[src/rtl/instr_fetch_pkg.sv]
// Shared definitions for the instruction fetch stage: word width, opcode
// constants, fetch FSM state encoding and small decode helpers.
// Build option: FETCH_PREFETCH_EN adds a one-entry prefetch buffer
// (fetch_buf) behind the IF/ID register.
package instr_fetch_pkg;

  localparam int unsigned WORD_W = 16;
  localparam int unsigned OPC_W  = 4;

  typedef logic [WORD_W-1:0] word_t;
  typedef logic [OPC_W-1:0]  opcode_t;

  // Opcode field lives in the top nibble of every instruction word
  localparam opcode_t OP_NOP  = 4'h0;
  localparam opcode_t OP_ADD  = 4'h1;
  localparam opcode_t OP_SUB  = 4'h2;
  localparam opcode_t OP_LD   = 4'h8;
  localparam opcode_t OP_ST   = 4'h9;
  localparam opcode_t OP_BR   = 4'hC;
  localparam opcode_t OP_CALL = 4'hD;
  localparam opcode_t OP_RET  = 4'hE;
  localparam opcode_t OP_HLT  = 4'hF;

  typedef enum logic {
    S_FETCH  = 1'b0,
    S_HALTED = 1'b1
  } fetch_state_e;

  function automatic opcode_t opcode_of(input word_t w);
    return w[WORD_W-1 -: OPC_W];
  endfunction

  function automatic logic is_hlt(input word_t w);
    return opcode_of(w) == OP_HLT;
  endfunction

endpackage

[src/rtl/instr_fetch_buf.sv]
// One-entry prefetch buffer sitting behind the IF/ID register. Holds a
// fetched word (and its link value) while IF/ID is frozen by a stall.
// Only instantiated when FETCH_PREFETCH_EN is defined.
module fetch_buf
  import instr_fetch_pkg::*;
(
  input  logic              clk,
  input  logic              rst_i,
  input  logic              clr_i,
  input  logic              push_i,
  input  logic              pop_i,
  input  logic [WORD_W-1:0] instr_i,
  input  logic [WORD_W-1:0] pc_plus1_i,
  output logic              valid_o,
  output logic [WORD_W-1:0] instr_o,
  output logic [WORD_W-1:0] pc_plus1_o
);

  logic  valid_q, valid_d;
  word_t instr_q, instr_d;
  word_t pc_plus1_q, pc_plus1_d;

  // Next entry: clear beats push; a push together with a pop replaces the entry
  always_comb begin
    valid_d    = valid_q;
    instr_d    = instr_q;
    pc_plus1_d = pc_plus1_q;
    if (clr_i) begin
      valid_d = 1'b0;
    end else if (push_i) begin
      valid_d    = 1'b1;
      instr_d    = instr_i;
      pc_plus1_d = pc_plus1_i;
    end else if (pop_i) begin
      valid_d = 1'b0;
    end
  end

  // Buffer storage with synchronous reset to empty
  always_ff @(posedge clk) begin
    if (rst_i) begin
      valid_q    <= 1'b0;
      instr_q    <= '0;
      pc_plus1_q <= '0;
    end else begin
      valid_q    <= valid_d;
      instr_q    <= instr_d;
      pc_plus1_q <= pc_plus1_d;
    end
  end

  assign valid_o    = valid_q;
  assign instr_o    = instr_q;
  assign pc_plus1_o = pc_plus1_q;

endmodule

[src/rtl/instr_fetch.sv]
// Instruction fetch stage: owns the PC, issues word reads to instruction
// memory, loads the IF/ID register and stops fetching after a hlt.
// Build option: FETCH_PREFETCH_EN keeps fetching during a stall into a
// one-entry buffer (fetch_buf) that drains into IF/ID on stall release.
module instr_fetch
  import instr_fetch_pkg::*;
#(
  parameter logic [WORD_W-1:0] RESET_PC = 16'h0000
)
(
  input  logic              clk,
  input  logic              rst,
  input  logic              stall,
  input  logic              redirect,
  input  logic [WORD_W-1:0] redirect_pc,
  output logic              im_rd_en,
  output logic [WORD_W-1:0] im_addr,
  input  logic              im_rdy,
  input  logic [WORD_W-1:0] im_data,
  output logic [WORD_W-1:0] if_instr,
  output logic [WORD_W-1:0] if_pc_plus1,
  output logic              if_valid,
  output logic              halted
);

  fetch_state_e state_q;
  logic         halted_q;

  word_t pc_q, pc_d;
  word_t ifid_instr_q, ifid_instr_d;
  word_t ifid_pc1_q, ifid_pc1_d;
  logic  ifid_valid_q, ifid_valid_d;

  logic  redirect_eff;
  logic  ifid_held;
  logic  buf_free;
  logic  rd_en;
  logic  fire;
  logic  hlt_seen;
  word_t pc_inc;

  logic  buf_valid;
  word_t buf_instr;
  word_t buf_pc1;

  assign pc_inc       = pc_q + 16'd1;
  assign redirect_eff = redirect && (state_q == S_FETCH);
  // IF/ID cannot accept a new word while a live instruction is stalled in it
  assign ifid_held    = stall && ifid_valid_q;

`ifdef FETCH_PREFETCH_EN
  logic buf_push;
  logic buf_pop;

  // A completed word lands in the buffer when IF/ID is frozen, or when an
  // older buffered word is moving into IF/ID in the same cycle.
  assign buf_free = !buf_valid;
  assign buf_push = fire && !redirect_eff && (ifid_held || buf_valid);
  assign buf_pop  = !redirect_eff && !ifid_held && buf_valid;

  fetch_buf u_fetch_buf (
    .clk        (clk),
    .rst_i      (rst),
    .clr_i      (redirect_eff),
    .push_i     (buf_push),
    .pop_i      (buf_pop),
    .instr_i    (im_data),
    .pc_plus1_i (pc_inc),
    .valid_o    (buf_valid),
    .instr_o    (buf_instr),
    .pc_plus1_o (buf_pc1)
  );
`else
  assign buf_free  = 1'b0;
  assign buf_valid = 1'b0;
  assign buf_instr = '0;
  assign buf_pc1   = '0;
`endif

  // Request/completion qualification; reset cycle never requests
  always_comb begin
    rd_en    = !rst && (state_q == S_FETCH) && !(ifid_held && !buf_free);
    fire     = rd_en && im_rdy;
    hlt_seen = fire && !redirect_eff && is_hlt(im_data);
  end

  // Next PC and IF/ID contents; redirect overrides everything else.
  // The buffered word (older) takes IF/ID ahead of a fresh completion.
  always_comb begin
    pc_d         = pc_q;
    ifid_instr_d = ifid_instr_q;
    ifid_pc1_d   = ifid_pc1_q;
    ifid_valid_d = ifid_valid_q;
    if (redirect_eff) begin
      pc_d         = redirect_pc;
      ifid_valid_d = 1'b0;
    end else begin
      if (fire) begin
        pc_d = pc_inc;
      end
      if (!ifid_held) begin
        if (buf_valid) begin
          ifid_instr_d = buf_instr;
          ifid_pc1_d   = buf_pc1;
          ifid_valid_d = 1'b1;
        end else if (fire) begin
          ifid_instr_d = im_data;
          ifid_pc1_d   = pc_inc;
          ifid_valid_d = 1'b1;
        end else begin
          ifid_valid_d = 1'b0;
        end
      end
    end
  end

  // PC and IF/ID register update
  always_ff @(posedge clk) begin
    if (rst) begin
      pc_q         <= RESET_PC;
      ifid_instr_q <= '0;
      ifid_pc1_q   <= '0;
      ifid_valid_q <= 1'b0;
    end else begin
      pc_q         <= pc_d;
      ifid_instr_q <= ifid_instr_d;
      ifid_pc1_q   <= ifid_pc1_d;
      ifid_valid_q <= ifid_valid_d;
    end
  end

  // FETCH/HALTED control; only reset leaves HALTED
  always_ff @(posedge clk) begin
    if (rst) begin
      state_q  <= S_FETCH;
      halted_q <= 1'b0;
    end else begin
      case (state_q)
        S_FETCH: begin
          if (hlt_seen) begin
            state_q  <= S_HALTED;
            halted_q <= 1'b1;
          end
        end
        S_HALTED: begin
          state_q  <= S_HALTED;
          halted_q <= 1'b1;
        end
        default: begin
          state_q  <= S_FETCH;
          halted_q <= 1'b0;
        end
      endcase
    end
  end

  assign im_rd_en    = rd_en;
  assign im_addr     = pc_q;
  assign if_instr    = ifid_instr_q;
  assign if_pc_plus1 = ifid_pc1_q;
  assign if_valid    = ifid_valid_q;
  assign halted      = halted_q;

endmodule

[config.mk]
export PLATFORM = sky130hd
export DESIGN_NAME = instr_fetch
export DESIGN_NICKNAME = d
export VERILOG_FILES = /design/src/rtl/instr_fetch_pkg.sv /design/src/rtl/instr_fetch_buf.sv /design/src/rtl/instr_fetch.sv
export SDC_FILE = /design/constraint.sdc
export NUM_CORES = 1
export LEC_CHECK = 0
export ABC_CLOCK_PERIOD_IN_PS = 4800
export BUFFER_PORTS_ARGS = -buffer_cell sky130_fd_sc_hd__buf_2
export CORE_UTILIZATION = 35
export CTS_BUF_LIST = sky130_fd_sc_hd__clkbuf_2 sky130_fd_sc_hd__clkbuf_4 sky130_fd_sc_hd__clkbuf_8
export CTS_CLUSTER_SIZE = 10
export DETAILED_ROUTE_END_ITERATION = 8
export GPL_ROUTABILITY_DRIVEN = 0
export PLACE_DENSITY_LB_ADDON = 0.05
export SETUP_SLACK_MARGIN = 0.5
export SYNTH_ARGS = -nofsm -noshare
export SYNTH_HDL_FRONTEND = slang
export SYNTH_SLANG_ARGS = --single-unit
[constraint.sdc]
create_clock -name clk -period 4.8 [get_ports clk]
set_clock_uncertainty 0.05 [all_clocks]
set_input_delay 0.96 -clock clk [delete_from_list [all_inputs] [get_ports clk]]
set_output_delay 0.96 -clock clk [all_outputs]
set_load 0.05 [all_outputs]
==> flow_summary.rst <==
.. list-table::
   :header-rows: 1

   * - Metric
     - Value
   * - Result of the run
     - finished clean
   * - FF/Latch Area
     - a little over 1000 um^2
   * - Pin count of the biggest net entering global routing
     - 53
   * - DIE HEIGHT
     - between 80 and 90 um
   * - Total setup buffers inserted after CTS
     - 0
   * - Share of final-layout standard cells stronger than drive strength 1
     - roughly 28%
   * - Upper clock frequency limit
     - just under 300 MHz
   * - Total negative setup slack
     - 0 ps
   * - Via total after detailed routing
     - 2,283
   * - Count of flip-flops with a built-in enable after synthesis
     - 0
   * - Post-synthesis sequential element count
     - between 50 and 60
   * - Switch share
     - approximately a third
   * - Global-route wire length before repair
     - between 9 and 10 mm
   * - WL final
     - between 6 and 7 mm
   * - I/O pins
     - 88
   * - Biggest fanout along the worst timing path
     - 52
   * - Die X
     - between 80 and 90 um
   * - Final Cycle Share
     - 71.5%
   * - Part of the power in the clock network
     - between 20% and 30%
   * - Port Buffer Count
     - a little under 90
   * - Share of power burned in combinational logic
     - 18.4%
   * - Worst hold-check path type
     - reg -> reg
   * - Flop pwr share
     - just over 50%
   * - Int Power
     - 0.606 mW
   * - Clock transition at path regs
     - ~90 ps
   * - Antenna violations before repair
     - 0
   * - Max-cap violation count
     - 0
   * - Final-report max-slew violation count
     - 0
   * - Starting utilization of the core area
     - a little over a third
   * - Count of warnings emitted by yosys
     - 0
   * - Num CTS Buffers
     - 5
   * - Area taken by multi-input logic gates
     - roughly 1200 um^2
   * - Detailed Place HPWL
     - ~4.3 mm
   * - Clock Root Buffer
     - clkbuf_8
   * - DRT Pass-1 Iters
     - 4
   * - Clock insertion delay at the later pin of the skew report
     - 310 ps
   * - CP startpoint kind
     - primary input
   * - Crit path time final
     - approximately 3400 ps
   * - Number of inserted diodes
     - 0
   * - Via count of the first global-routing pass
     - around 1,900
   * - Violation count after the first detailed-routing iteration
     - approximately 130
   * - Area of the mapped netlist
     - about 2300 um^2
   * - Leading cell type in the layout, fill and taps excluded
     - buf_2
   * - Distinct cell type count of the synthesized netlist
     - 44
   * - Number of fill cells
     - ~700
   * - Final-report hold violation count
     - 0
   * - Overall power after layout
     - around 0.89 mW
   * - Kind of capture point of the worst setup path
     - output pin
   * - GRT Total Usage
     - between 10% and 20%
   * - Final setup fails
     - 0
   * - Total power density per cell area
     - about 310 nW/um^2
   * - Leading cell types in the layout, fill and taps excluded
     - buf_2 (87), nand2_1 (58), dfxtp_1 (51)
   * - Area growth from synthesis to final layout
     - 22.5%
   * - Unrepaired setup endpoints after global routing
     - false
   * - Reported leakage power
     - between 1 and 1.5 nW
   * - Least-Margin Pin Slew
     - 972 ps
   * - Data arrival at the endpoint of the critical path
     - 2420 ps
   * - Worst setup path class
     - in -> out
   * - IR drop worst, VDD
     - roughly 130 uV
   * - Register area share after synthesis
     - a little over two fifths
   * - Floorplan core area
     - roughly 6400 um^2
   * - DRC Markers
     - 0
   * - Share of synthesized registers carrying an async set or reset
     - 0%
   * - Top FF cell, synth
     - dfxtp_1
   * - Aggregate global routing overflow
     - 0
   * - Rows
     - 29
   * - Post-synthesis instance total
     - between 200 and 300
   * - Number of clock sinks seen by CTS
     - 51
   * - Final net count
     - approximately 400
   * - CTS max path bufs
     - 2
   * - Number of cells upsized or downsized after cts
     - 0
   * - Slew margin rel.
     - a little over a third
   * - Area enclosed by the die boundary
     - 6970 um^2
   * - ANT nets after route
     - 0
   * - Post-synthesis average cell area
     - 8.21 um^2
   * - Number of nets in the synthesized netlist
     - about 320
   * - Via-per-instance ratio
     - 5.22
   * - Switching power
     - 0.287 mW
   * - Hold-fix buffers at CTS
     - 0
   * - CTS tree
     - yes
   * - CTS H-tree lvls
     - 2
   * - Wire length per cell
     - around 14 um
   * - Required time worst endpoint
     - 3790 ps
## Yosys cell counts, drive strengths merged, types with 2 or more instances
master / count / area [um^2]
a211oi: 10 / 75.1
a21oi: 31 / 155
a22oi: 5 / 37.5
a31oi: 8 / 50.1
and4: 2 / 17.5
buf: 13 / 97.6
clkbuf: 7 / 26.3
dfxtp: 51 / 1020
inv: 4 / 15.0
mux2i: 2 / 20.0
nand2: 58 / 218
nand3: 7 / 35.0
nand3b: 2 / 15.0
nand4: 5 / 31.3
nor2: 16 / 76.3
nor2b: 4 / 25.0
nor3: 5 / 25.0
nor4: 7 / 50.1
o21ai: 15 / 78.8
o31a: 4 / 35.0
o31ai: 3 / 22.5
or2: 3 / 18.8
xnor2: 6 / 52.6
xor2: 3 / 26.3
## through the flow
stage	area (um^2)	cells	setup slack [ps]	hold WS [ps]	util (%)
2_1_floorplan	2320	283	1880	614	-
3_3_place_gp	2750	429	1370	388	43.0
3_5_place_dp	2750	429	1350	388	43.0
4_1_cts	2850	437	1350	406	44.6
5_1_grt	2850	437	1250	429	44.6
6_report	2850	437	1370	403	44.6
## power groups by stage
stage	clock network, mW	logic [mW]	registers [mW]
floorplan	0	0.0631	0.529
global placement	0	0.165	0.472
detailed placement	0	0.166	0.472
CTS	0.277	0.166	0.462
global route	0.295	0.176	0.466
finish	0.267	0.164	0.462
## flip-flops by register name (all words and copies together) (netlist names)
signal,flops
halted,1
if_instr,16
if_pc_plus1,16
if_valid,1
im_addr,16
state_q,1
## cells by family after synthesis
family	after synthesis	synth area share [%]
buffers and inverters	24	5.98
AND/OR/NAND/NOR	114	23.5
XOR/XNOR	9	3.39
adder cells (fa/ha/maj)	1	0.538
flip-flops	51	43.9
AO/OA/AOI/OAI	82	21.8
multiplexers	2	0.862
## final timing paths
check | startpoint | endpoint | slack, ps | cells past startpoint
worst max-delay path | rst | im_rd_en | 1370 | 4
worst min-delay path | halted | halted | 400 | 2
worst max register to register | state_q | if_instr[9] | 2300 | 5
worst min register to register | halted | halted | 400 | 2
## critical path, stage by stage
cell,delay (ps)
buf_2,720
a21o_1,400
nor2_1,80
buf_2,240
## metal layers
metal  global-route usage, %  vias to the layer above  share of wire [%]
met5                       0                        -                  0
met4                    4.62                        0               0.78
met3                    4.25                        6                5.8
met2                    27.1                       78                 45
met1                    25.3                     1048                 49
li1                        -                     1151                  -
## final cells by class
cell class | instances | share of cell area [%]
inverters | 4 | 0.528
repair buffers | 89 | 15.8
clock buffers | 6 | 2.90
multi-input cells | 208 | 40.9
well taps | 77 | 3.39
clock inverters | 2 | 0.572
flip-flops and latches | 51 | 35.9
No activity file was read; power rests on OpenSTA's default activity.
